===== config.mk =====
export PLATFORM = sky130hd
export DESIGN_NAME = button_mmio_port
export DESIGN_NICKNAME = d
export VERILOG_FILES = /design/src/rtl/io_map_pkg.sv /design/src/rtl/button_debouncer.sv /design/src/rtl/button_mmio_port.sv
export SDC_FILE = /design/constraint.sdc
export NUM_CORES = 1
export LEC_CHECK = 0
export ABC_CLOCK_PERIOD_IN_PS = 6300
export BUFFER_PORTS_ARGS = -buffer_cell sky130_fd_sc_hd__buf_2
export CELL_PAD_IN_SITES_DETAIL_PLACEMENT = 0
export CELL_PAD_IN_SITES_GLOBAL_PLACEMENT = 2
export CORE_ASPECT_RATIO = 0.8
export CORE_UTILIZATION = 29
export DETAILED_ROUTE_END_ITERATION = 8
export MAX_ROUTING_LAYER = met4
export PLACE_DENSITY = 0.85
export SLEW_MARGIN = 20
export SYNTH_ARGS = -nofsm -noshare
export SYNTH_HDL_FRONTEND = slang
export SYNTH_SLANG_ARGS = --single-unit

===== constraint.sdc =====
create_clock -name clk -period 6.3 [get_ports clk]
set_input_delay 0.315 -clock clk [delete_from_list [all_inputs] [get_ports clk]]
set_output_delay 0.315 -clock clk [all_outputs]
set_load 0.1 [all_outputs]

===== src/rtl/io_map_pkg.sv =====
// io_map_pkg
//   Shared definitions for the push-button MMIO peripheral: the default base
//   address of its 2-word register window, the register offsets, the STATUS
//   bit positions and the debounce FSM state type.
package io_map_pkg;

  localparam logic [31:0] BASE_ADDR_DEFAULT = 32'h0000_0400;

  // Register offsets inside the window; only addr[2] distinguishes them.
  localparam logic [2:0] OFF_STATUS = 3'h0;
  localparam logic [2:0] OFF_COUNT  = 3'h4;

  // STATUS register bit positions.
  localparam int STAT_PENDING = 0;
  localparam int STAT_LEVEL   = 1;
  localparam int STAT_OVF     = 2;
  localparam int STAT_IRQ_EN  = 3;

  typedef enum logic [1:0] {
    IDLE_REL   = 2'd0,  // button released and settled
    WAIT_PRESS = 2'd1,  // saw a press, waiting for it to stay stable
    IDLE_PRESS = 2'd2,  // button pressed and settled
    WAIT_REL   = 2'd3   // saw a release, waiting for it to stay stable
  } deb_state_t;

endpackage


===== src/rtl/button_debouncer.sv =====
// button_debouncer
//   Two-flop synchroniser followed by a debounce FSM for an active-low button.
//   A level change is accepted only after the synchronised input has held the
//   new value for DEBOUNCE_CYCLES consecutive cycles; shorter glitches are
//   dropped and the partial count is discarded.
// Ports
//   clk        in   system clock
//   reset      in   asynchronous active-low reset
//   raw_n      in   raw button, active-low, asynchronous to clk
//   stable     out  debounced level (1 = released), registered
//   press_evt  out  one-cycle pulse in the cycle whose closing edge flips
//                   stable from 1 to 0; no pulse on release
//   state      out  current debounce FSM state (debug observation)
module button_debouncer
  import io_map_pkg::*;
#(
  parameter int DEBOUNCE_CYCLES = 500_000
) (
  input  logic       clk,
  input  logic       reset,
  input  logic       raw_n,
  output logic       stable,
  output logic       press_evt,
  output deb_state_t state
);

  localparam int CW = $clog2(DEBOUNCE_CYCLES);
  localparam logic [CW-1:0] CNT_LAST = CW'(DEBOUNCE_CYCLES - 1);

  logic          sync_d;
  logic          sync_q;
  logic [CW-1:0] cnt;
  logic [CW-1:0] cnt_inc;
  logic          done;

  // The count advances every WAIT cycle; the level flips on the edge where
  // the advanced count reaches DEBOUNCE_CYCLES-1. Together with the two
  // synchroniser stages and the IDLE->WAIT step this puts the flip
  // DEBOUNCE_CYCLES+2 edges after the raw change.
  assign cnt_inc = cnt + 1'b1;
  assign done    = (cnt_inc == CNT_LAST);

  // Decoded from registers only, so the register file sees the event in the
  // same cycle that stable is about to drop.
  assign press_evt = (state == WAIT_PRESS) && !sync_q && done;

  always_ff @(posedge clk or negedge reset) begin
    if (!reset) begin
      sync_d <= 1'b1;
      sync_q <= 1'b1;
      state  <= IDLE_REL;
      stable <= 1'b1;
      cnt    <= '0;
    end else begin
      sync_d <= raw_n;
      sync_q <= sync_d;
      case (state)
        IDLE_REL: begin
          if (!sync_q) begin
            state <= WAIT_PRESS;
            cnt   <= '0;
          end
        end
        WAIT_PRESS: begin
          if (sync_q) begin
            state <= IDLE_REL;
          end else if (done) begin
            state  <= IDLE_PRESS;
            stable <= 1'b0;
          end else begin
            cnt <= cnt_inc;
          end
        end
        IDLE_PRESS: begin
          if (sync_q) begin
            state <= WAIT_REL;
            cnt   <= '0;
          end
        end
        WAIT_REL: begin
          if (!sync_q) begin
            state <= IDLE_PRESS;
          end else if (done) begin
            state  <= IDLE_REL;
            stable <= 1'b1;
          end else begin
            cnt <= cnt_inc;
          end
        end
        default: state <= IDLE_REL;
      endcase
    end
  end

endmodule


===== src/rtl/button_mmio_port.sv =====
// button_mmio_port
//   Memory-mapped push-button peripheral on the processor data bus. Debounces
//   the board button, latches presses in a pending flag, counts them in an
//   8-bit wrapping counter with a sticky overflow flag, and exposes this via a
//   2-word register window:
//     +0 STATUS R: {ovf, pressed level, pending}  W: bit0 clears pending,
//                                                    bit2 clears ovf
//     +4 COUNT  R: {24'b0, count}                 W: any store clears count
//   Optional feature macro BTN_IRQ_EN: adds output irq = pending & irq_en,
//   with irq_en at STATUS bit3 (R/W). Without it bit3 reads 0.
// Ports
//   clk, reset (async active-low), button (raw, active-low),
//   addr/mem_write/write_data (data bus), read_data (combinational, 0 outside
//   the window), sel (window hit, drives the top-level read mux),
//   irq (only with BTN_IRQ_EN)
// Bus protocol: mem_write is a single-cycle store strobe qualified by sel and
// acted on at the next rising edge; there is no backpressure and reads are
// purely combinational from addr.
module button_mmio_port
  import io_map_pkg::*;
#(
  parameter int          DEBOUNCE_CYCLES = 500_000,
  parameter logic [31:0] BASE_ADDR       = BASE_ADDR_DEFAULT
) (
  input  logic        clk,
  input  logic        reset,
  input  logic        button,
  input  logic [31:0] addr,
  input  logic        mem_write,
  input  logic [31:0] write_data,
  output logic [31:0] read_data,
`ifdef BTN_IRQ_EN
  output logic        irq,
`endif
  output logic        sel
);

  logic       stable;
  logic       press_evt;
  deb_state_t deb_state;

  logic       pending;
  logic       ovf;
  logic [7:0] count;
  logic       irq_en;

  logic       wr_status;
  logic       wr_count;
  logic       wrap;
  logic [31:0] status_word;

  button_debouncer #(
    .DEBOUNCE_CYCLES(DEBOUNCE_CYCLES)
  ) u_debouncer (
    .clk       (clk),
    .reset     (reset),
    .raw_n     (button),
    .stable    (stable),
    .press_evt (press_evt),
    .state     (deb_state)
  );

  assign sel       = (addr[31:3] == BASE_ADDR[31:3]);
  assign wr_status = mem_write && sel && (addr[2] == OFF_STATUS[2]);
  assign wr_count  = mem_write && sel && (addr[2] == OFF_COUNT[2]);

  // A press that lands on a COUNT clear restarts the count at 1 rather than
  // wrapping, so only an unclear increment from 255 counts as overflow.
  assign wrap = press_evt && !wr_count && (count == 8'hFF);

  // Events take priority over software clears landing in the same cycle.
  always_ff @(posedge clk or negedge reset) begin
    if (!reset) begin
      pending <= 1'b0;
      ovf     <= 1'b0;
      count   <= 8'h00;
    end else begin
      if (press_evt) begin
        pending <= 1'b1;
      end else if (wr_status && write_data[STAT_PENDING]) begin
        pending <= 1'b0;
      end

      if (press_evt) begin
        count <= wr_count ? 8'h01 : count + 8'h01;
      end else if (wr_count) begin
        count <= 8'h00;
      end

      if (wrap) begin
        ovf <= 1'b1;
      end else if (wr_status && write_data[STAT_OVF]) begin
        ovf <= 1'b0;
      end
    end
  end

`ifdef BTN_IRQ_EN
  always_ff @(posedge clk or negedge reset) begin
    if (!reset) begin
      irq_en <= 1'b0;
    end else if (wr_status) begin
      irq_en <= write_data[STAT_IRQ_EN];
    end
  end

  assign irq = pending && irq_en;
`else
  assign irq_en = 1'b0;
`endif

  always_comb begin
    status_word               = 32'h0;
    status_word[STAT_PENDING] = pending;
    status_word[STAT_LEVEL]   = ~stable;
    status_word[STAT_OVF]     = ovf;
    status_word[STAT_IRQ_EN]  = irq_en;
  end

  always_comb begin
    read_data = 32'h0;
    if (sel) begin
      read_data = (addr[2] == OFF_COUNT[2]) ? {24'h0, count} : status_word;
    end
  end

  // Bus bits that no register decodes, plus the debug-only FSM state.
  logic unused_bits;
  assign unused_bits = &{1'b0, addr[1:0], write_data, deb_state};

endmodule

# Yosys cells after proc, flatten, opt, wreduce, memory -nomap -nowiden
# Index checks and enable logic that the tools add are counted.
# word_totals
reg_bits	34
latch_bits	0
ram_bits	0
rom_bits	0
inputBits	68
output_inout_bits	33
mem_count	0
# op_classes
addsub	2
multipliers	0
n_div	0
order_cmp	0
eq_ne	14
shift	0
n_mux	27
bitwise	2
n_reduce_logical	19
# op_table
operator	count
19-bit 2-to-1 mux	5
19-bit case mux with 4 select lines	1
8-bit 2-to-1 mux	5
29-bit by 8-bit == test with 1-bit output, second input constant	1
19-bit by 1-bit adder with 19-bit output, second input constant	1
19-bit == test, second input constant	1
2-bit 2-to-1 mux	6
1-bit logical AND	9
8-bit by 1-bit adder with 8-bit output, second input constant	1
8-bit == test, second input constant	1
1-bit 2-to-1 mux	8
2-bit by 1-bit inequality test with 1-bit output, second input constant	4
2-bit case mux with 4 select lines	1
4-bit AND reduction	2
2-bit nonzero test	4
5-bit AND reduction	1
2-bit == test, second input constant	2
2-bit inequality test, second input constant	2
3-bit by 1-bit inequality test with 1-bit output, second input constant	1
3-bit inequality test, second input constant	1
2-bit by 1-bit == test with 1-bit output, second input constant	1
1-bit zero test	2
2-bit zero test	1
1-bit NOT	2
1-bit case mux with 2 select lines	1

# Logic depth before layout (Yosys ltp)
# logic_depth
word_depth	7
depth_mapped	10
depth_no_buf	9

# Hierarchy
# Synthesis repeated with hierarchy kept, for this count alone.
# unflattened
hier_cells	289
hier_area_um2	2616.3
# by_module_without_submodules
mod	n_inst	cells_each	area_per_inst_um2	seq_area_each_um2
button_debouncer	1	191	1690.4	604.3
button_mmio_port	1	98	925.9	250.2

# Least setup slack after synthesis
# OpenSTA, ideal clock, no wires.
# synth_timing
path_type	input to output
from	in addr[7]
to	out read_data[3]
t_arrival_ns	4.154
path_slack_ns	1.831
stages	4
n_path_buf	0
cell_sequence	nor4b_1 -> nand4_1 -> nor3_1 -> and3_1
# synth_between
elab_chain_len	2
# synth_lines
item	line_no	source
from (decl)	button_mmio_port.sv:28	input logic [31:0] addr,
29-bit by 8-bit == test with 1-bit output	button_mmio_port.sv:63	assign sel = (addr[31:3] == BASE_ADDR[31:3]);
via sel	button_mmio_port.sv:35	output logic sel
8-bit 2-to-1 mux	button_mmio_port.sv:122	if (sel) begin
to (decl)	button_mmio_port.sv:31	output logic [31:0] read_data,
# The timed path passes the listed nets, and every way through them passes these cells.

# Worst setup path after layout
# layout_timing
from	reg u_debouncer.cnt[1]
to	reg u_debouncer.cnt[0]
# layout_between
elab_chain_len	5
# layout_lines
item	line_no	source
from (decl)	button_debouncer.sv:32	logic [CW-1:0] cnt;
from (signal assigned)	button_debouncer.sv:71	cnt <= cnt_inc;
from (signal assigned)	button_debouncer.sv:87	cnt <= cnt_inc;
19-bit by 1-bit adder with 19-bit output (*)	button_debouncer.sv:40	assign cnt_inc = cnt + 1'b1;
19-bit == test (*)	button_debouncer.sv:41	assign done = (cnt_inc == CNT_LAST);
19-bit 2-to-1 mux (*)	-	
19-bit 2-to-1 mux (on tied branches)	-	
19-bit case mux with 4 select lines (*)	-	
# Mark *: on every way between the ends. The rest lies on a longest branch, timed or not. The select of a mux whose other input is x is not followed.
# A chain may end at the register's enable or synchronous reset.

==> results.yml <==
outcome:
  status: "completed"
worst_setup_path:
  cp_data_required_time_ns: 6.45
  start_kind: "register"
  r2r-start: "u_debouncer.cnt[1]"
  path_max_fanout: 22
  ff2ff_path_depth: 8
  crit_arrival_ns: 3.75
  end_kind: "register"
  r2r-end: "u_debouncer.cnt[0]"
  path_cells: "ha_1, nand4_1, nor4_2, o2111ai_1, a32oi_1, nand4b_1, nand3_1, mux2i_1"
  rrSetupSlack_ns: 2.70
  cp_num_buf_inv: 0
  path_delay_family: "simple AND/OR/NAND/NOR gates"
  critPathKind: "reg2reg"
  crit_path_top_delay_cell: "nand3_1"
  slowest_delay_ns: 0.76
sta:
  hold_ws_ns: 0.111
  final-hold-violation-count: 0
  finalClockSkew_ns: 0.00679
  drv_slew: 0
  fin_crit_sh: 0.571
  tightestPinTransition_ns: 0.886
  rsz0062_at_grt: "false"
  min_period_ns: 3.60
  finalSetupTns_ns: 0
  worst_slack_ns: 2.70
  finalSetupViolations: 0
  max_freq_ghz: 0.278
  relSlewSlack: 0.406
global_route:
  gr-usage-all-layers: 0.147
  grt_max_degree: 35
  grt_antenna_before_repair: 0
  grt_pass1_vias: 2040
  gr-total-overflow: 0
  grt_pass1_wl_um: 10200
yosys:
  ys_types: 57
  postSynthCellCount: 287
  synth_top_area_share: 0.322
  async_reset_ff_frac: 1.00
  synth_area_per_cell_um2: 8.41
  syn_area_um2: 2410
  ys_seq_area_frac: 0.354
  synth_seq_cells: 34
  synthTopCellsByArea: "dfrtp_1 32%, buf_4 7.8%, nand2_1 6.7%"
  synth_largest_area_cell: "dfrtp_1"
  synth_edf_count: 0
  ys_dominant_reg_cell: "dfrtp_1"
  yosysWarnings: 0
routing:
  drc: 0
  vias: 2147
  drt-wirelength-per-cell_um: 13.0
  wl_um: 5600
  dr.first_iter.drc_count: 136
  routed_via_density: 4.99
  postRouteAntennaNets: 0
  drtPass1Iterations: 4
power:
  vdd_ir_drop_max_mv: 0.0770
  power_mw: 0.502
  p_per_area_nw_per_um2: 186
  leakage_nw: 1.21
finish:
  fill_cells: 858
  final_area_um2: 2700
  drive_gt1_frac: 0.205
  stdcell_count: 430
  nets: 392
  fin_util: 0.338
  area_growth_pct: 11.7
  num_antenna_cells: 0
clocking:
  cts-root-buf: "clkbuf_8"
  clk_latency_ns: 0.29
  cts_tree: "done"
  h-tree-depth: 2
  post-cts-setup-buffers: 0
  holdBufCountCts: 0
  cts_resized: 0
  cts.clk_slew.worst_paths_ns: 0.07
  cts_buffers: 5
  cts_max_path_buffers: 2
  clkSinkCount: 34
placed_design:
  dp_hpwl_um: 4010
  dpl-instance-area_um2: 2600
  pre_cts_slack_ns: 2.60
  gp_congestion: 0.753
  dp_cells: 422
  numPortBuffers: 44
floorplanning:
  num_rows: 29
  dieArea_um2: 8690
  fp.dieW_um: 104
  die_h_um: 83.6
  io_pins: 101
  start_util: 0.302
  coreArea_um2: 7980
job:
  maxCapViolations: 0
hold_path:
  hold_path.class: "in2async"
-- routing by layer --
metal / wire length [um] / up-vias / share of wire / track usage
met5: 0 / - / 0 / -
met4: 73 / 0 / 0.013 / 0.0429
met3: 181 / 8 / 0.032 / 0.0226
met2: 2400 / 48 / 0.43 / 0.210
met1: 2950 / 1020 / 0.53 / 0.213
li1: - / 1071 / - / -
-- worst max path at each step --
| stage | startpoint | endpoint | slack [ns] | depth (start not counted) |
|---|---|---|---|---|
| after floorplan | addr[7] | read_data[3] | 1.83 | 4 |
| after global placement | u_debouncer.cnt[1] | u_debouncer.cnt[0] | 2.65 | 8 |
| after detailed placement | u_debouncer.cnt[1] | u_debouncer.cnt[0] | 2.60 | 8 |
| after CTS | u_debouncer.cnt[1] | u_debouncer.cnt[0] | 2.58 | 8 |
| after global routing | u_debouncer.cnt[1] | u_debouncer.cnt[0] | 2.18 | 8 |
| final | u_debouncer.cnt[1] | u_debouncer.cnt[0] | 2.70 | 8 |
-- final cells by class --
class                           count  area (um^2)  area share
Tap cell                          108          135      0.0501
Multi-Input combinational cell    222         1340       0.496
Clock buffer                        7         86.3      0.0320
Timing Repair Buffer               45          228      0.0845
Clock inverter                      1         5.00     0.00186
Inverter                           13         48.8      0.0181
Sequential cell                    34          855       0.317
-- kinds of logic (layout without fill, tap and decap cells) --
family,count (synthesis),after routing,share of synthesized area
flops,34,34,0.354
compound gates,59,59,0.166
xor+xnor,5,5,0.0182
buf+inv,54,66,0.127
other cells,1,24,0.00155
mux,4,4,0.0171
fa+ha+maj,3,3,0.0156
simple gates,127,127,0.300
-- cells in the mapped netlist (4+ instances only) --
library cell and number:
nand2_1 43, buf_2 8, nand4_1 8, o41ai_1 4, or4_1 8, xnor2_1 4
dfrtp_1 31, nor4_1 8, buf_4 25, o31ai_1 14, nor2_1 9, nand3_1 13
nor3_1 5, a21oi_1 11, clkbuf_1 7, o21ai_0 11, and3_1 8, inv_1 12
-- registers in the layout (all words and copies together) (netlist names), named ones only --
name and flops:
u_debouncer.sync_d 1, ovf 1, count 8, u_debouncer.state 1, u_debouncer.cnt 19, pending 1
u_debouncer.sync_q 1, u_debouncer.stable 1
-- cell usage in the layout, fill, tap and decap left out, drive strengths merged, types with 2 or more instances in the layout --
master and n:
inv 13, or4 8, conb 24, a21oi 11, nor4b 3, nor3 6, dfstp 3, buf 45
a21o 3, nand2 43, nor2 9, ha 3, o21ai 14, nand4 9, nand3 16, dfrtp 31
or2 2, mux2i 3, xnor2 4, a31oi 2, nand3b 2, o31ai 14, clkbuf 7, nor2b 2
and3 9, nor4 10, nand2b 3, o41ai 4
-- report_power, final --
part,internal [mW],switching (mW)
Clock,0.0882,0.0829
Combinational,0.0169,0.0838
Sequential,0.222,0.00814
Total,0.327,0.175
Note: power is estimated with default switching activity, not from simulation.
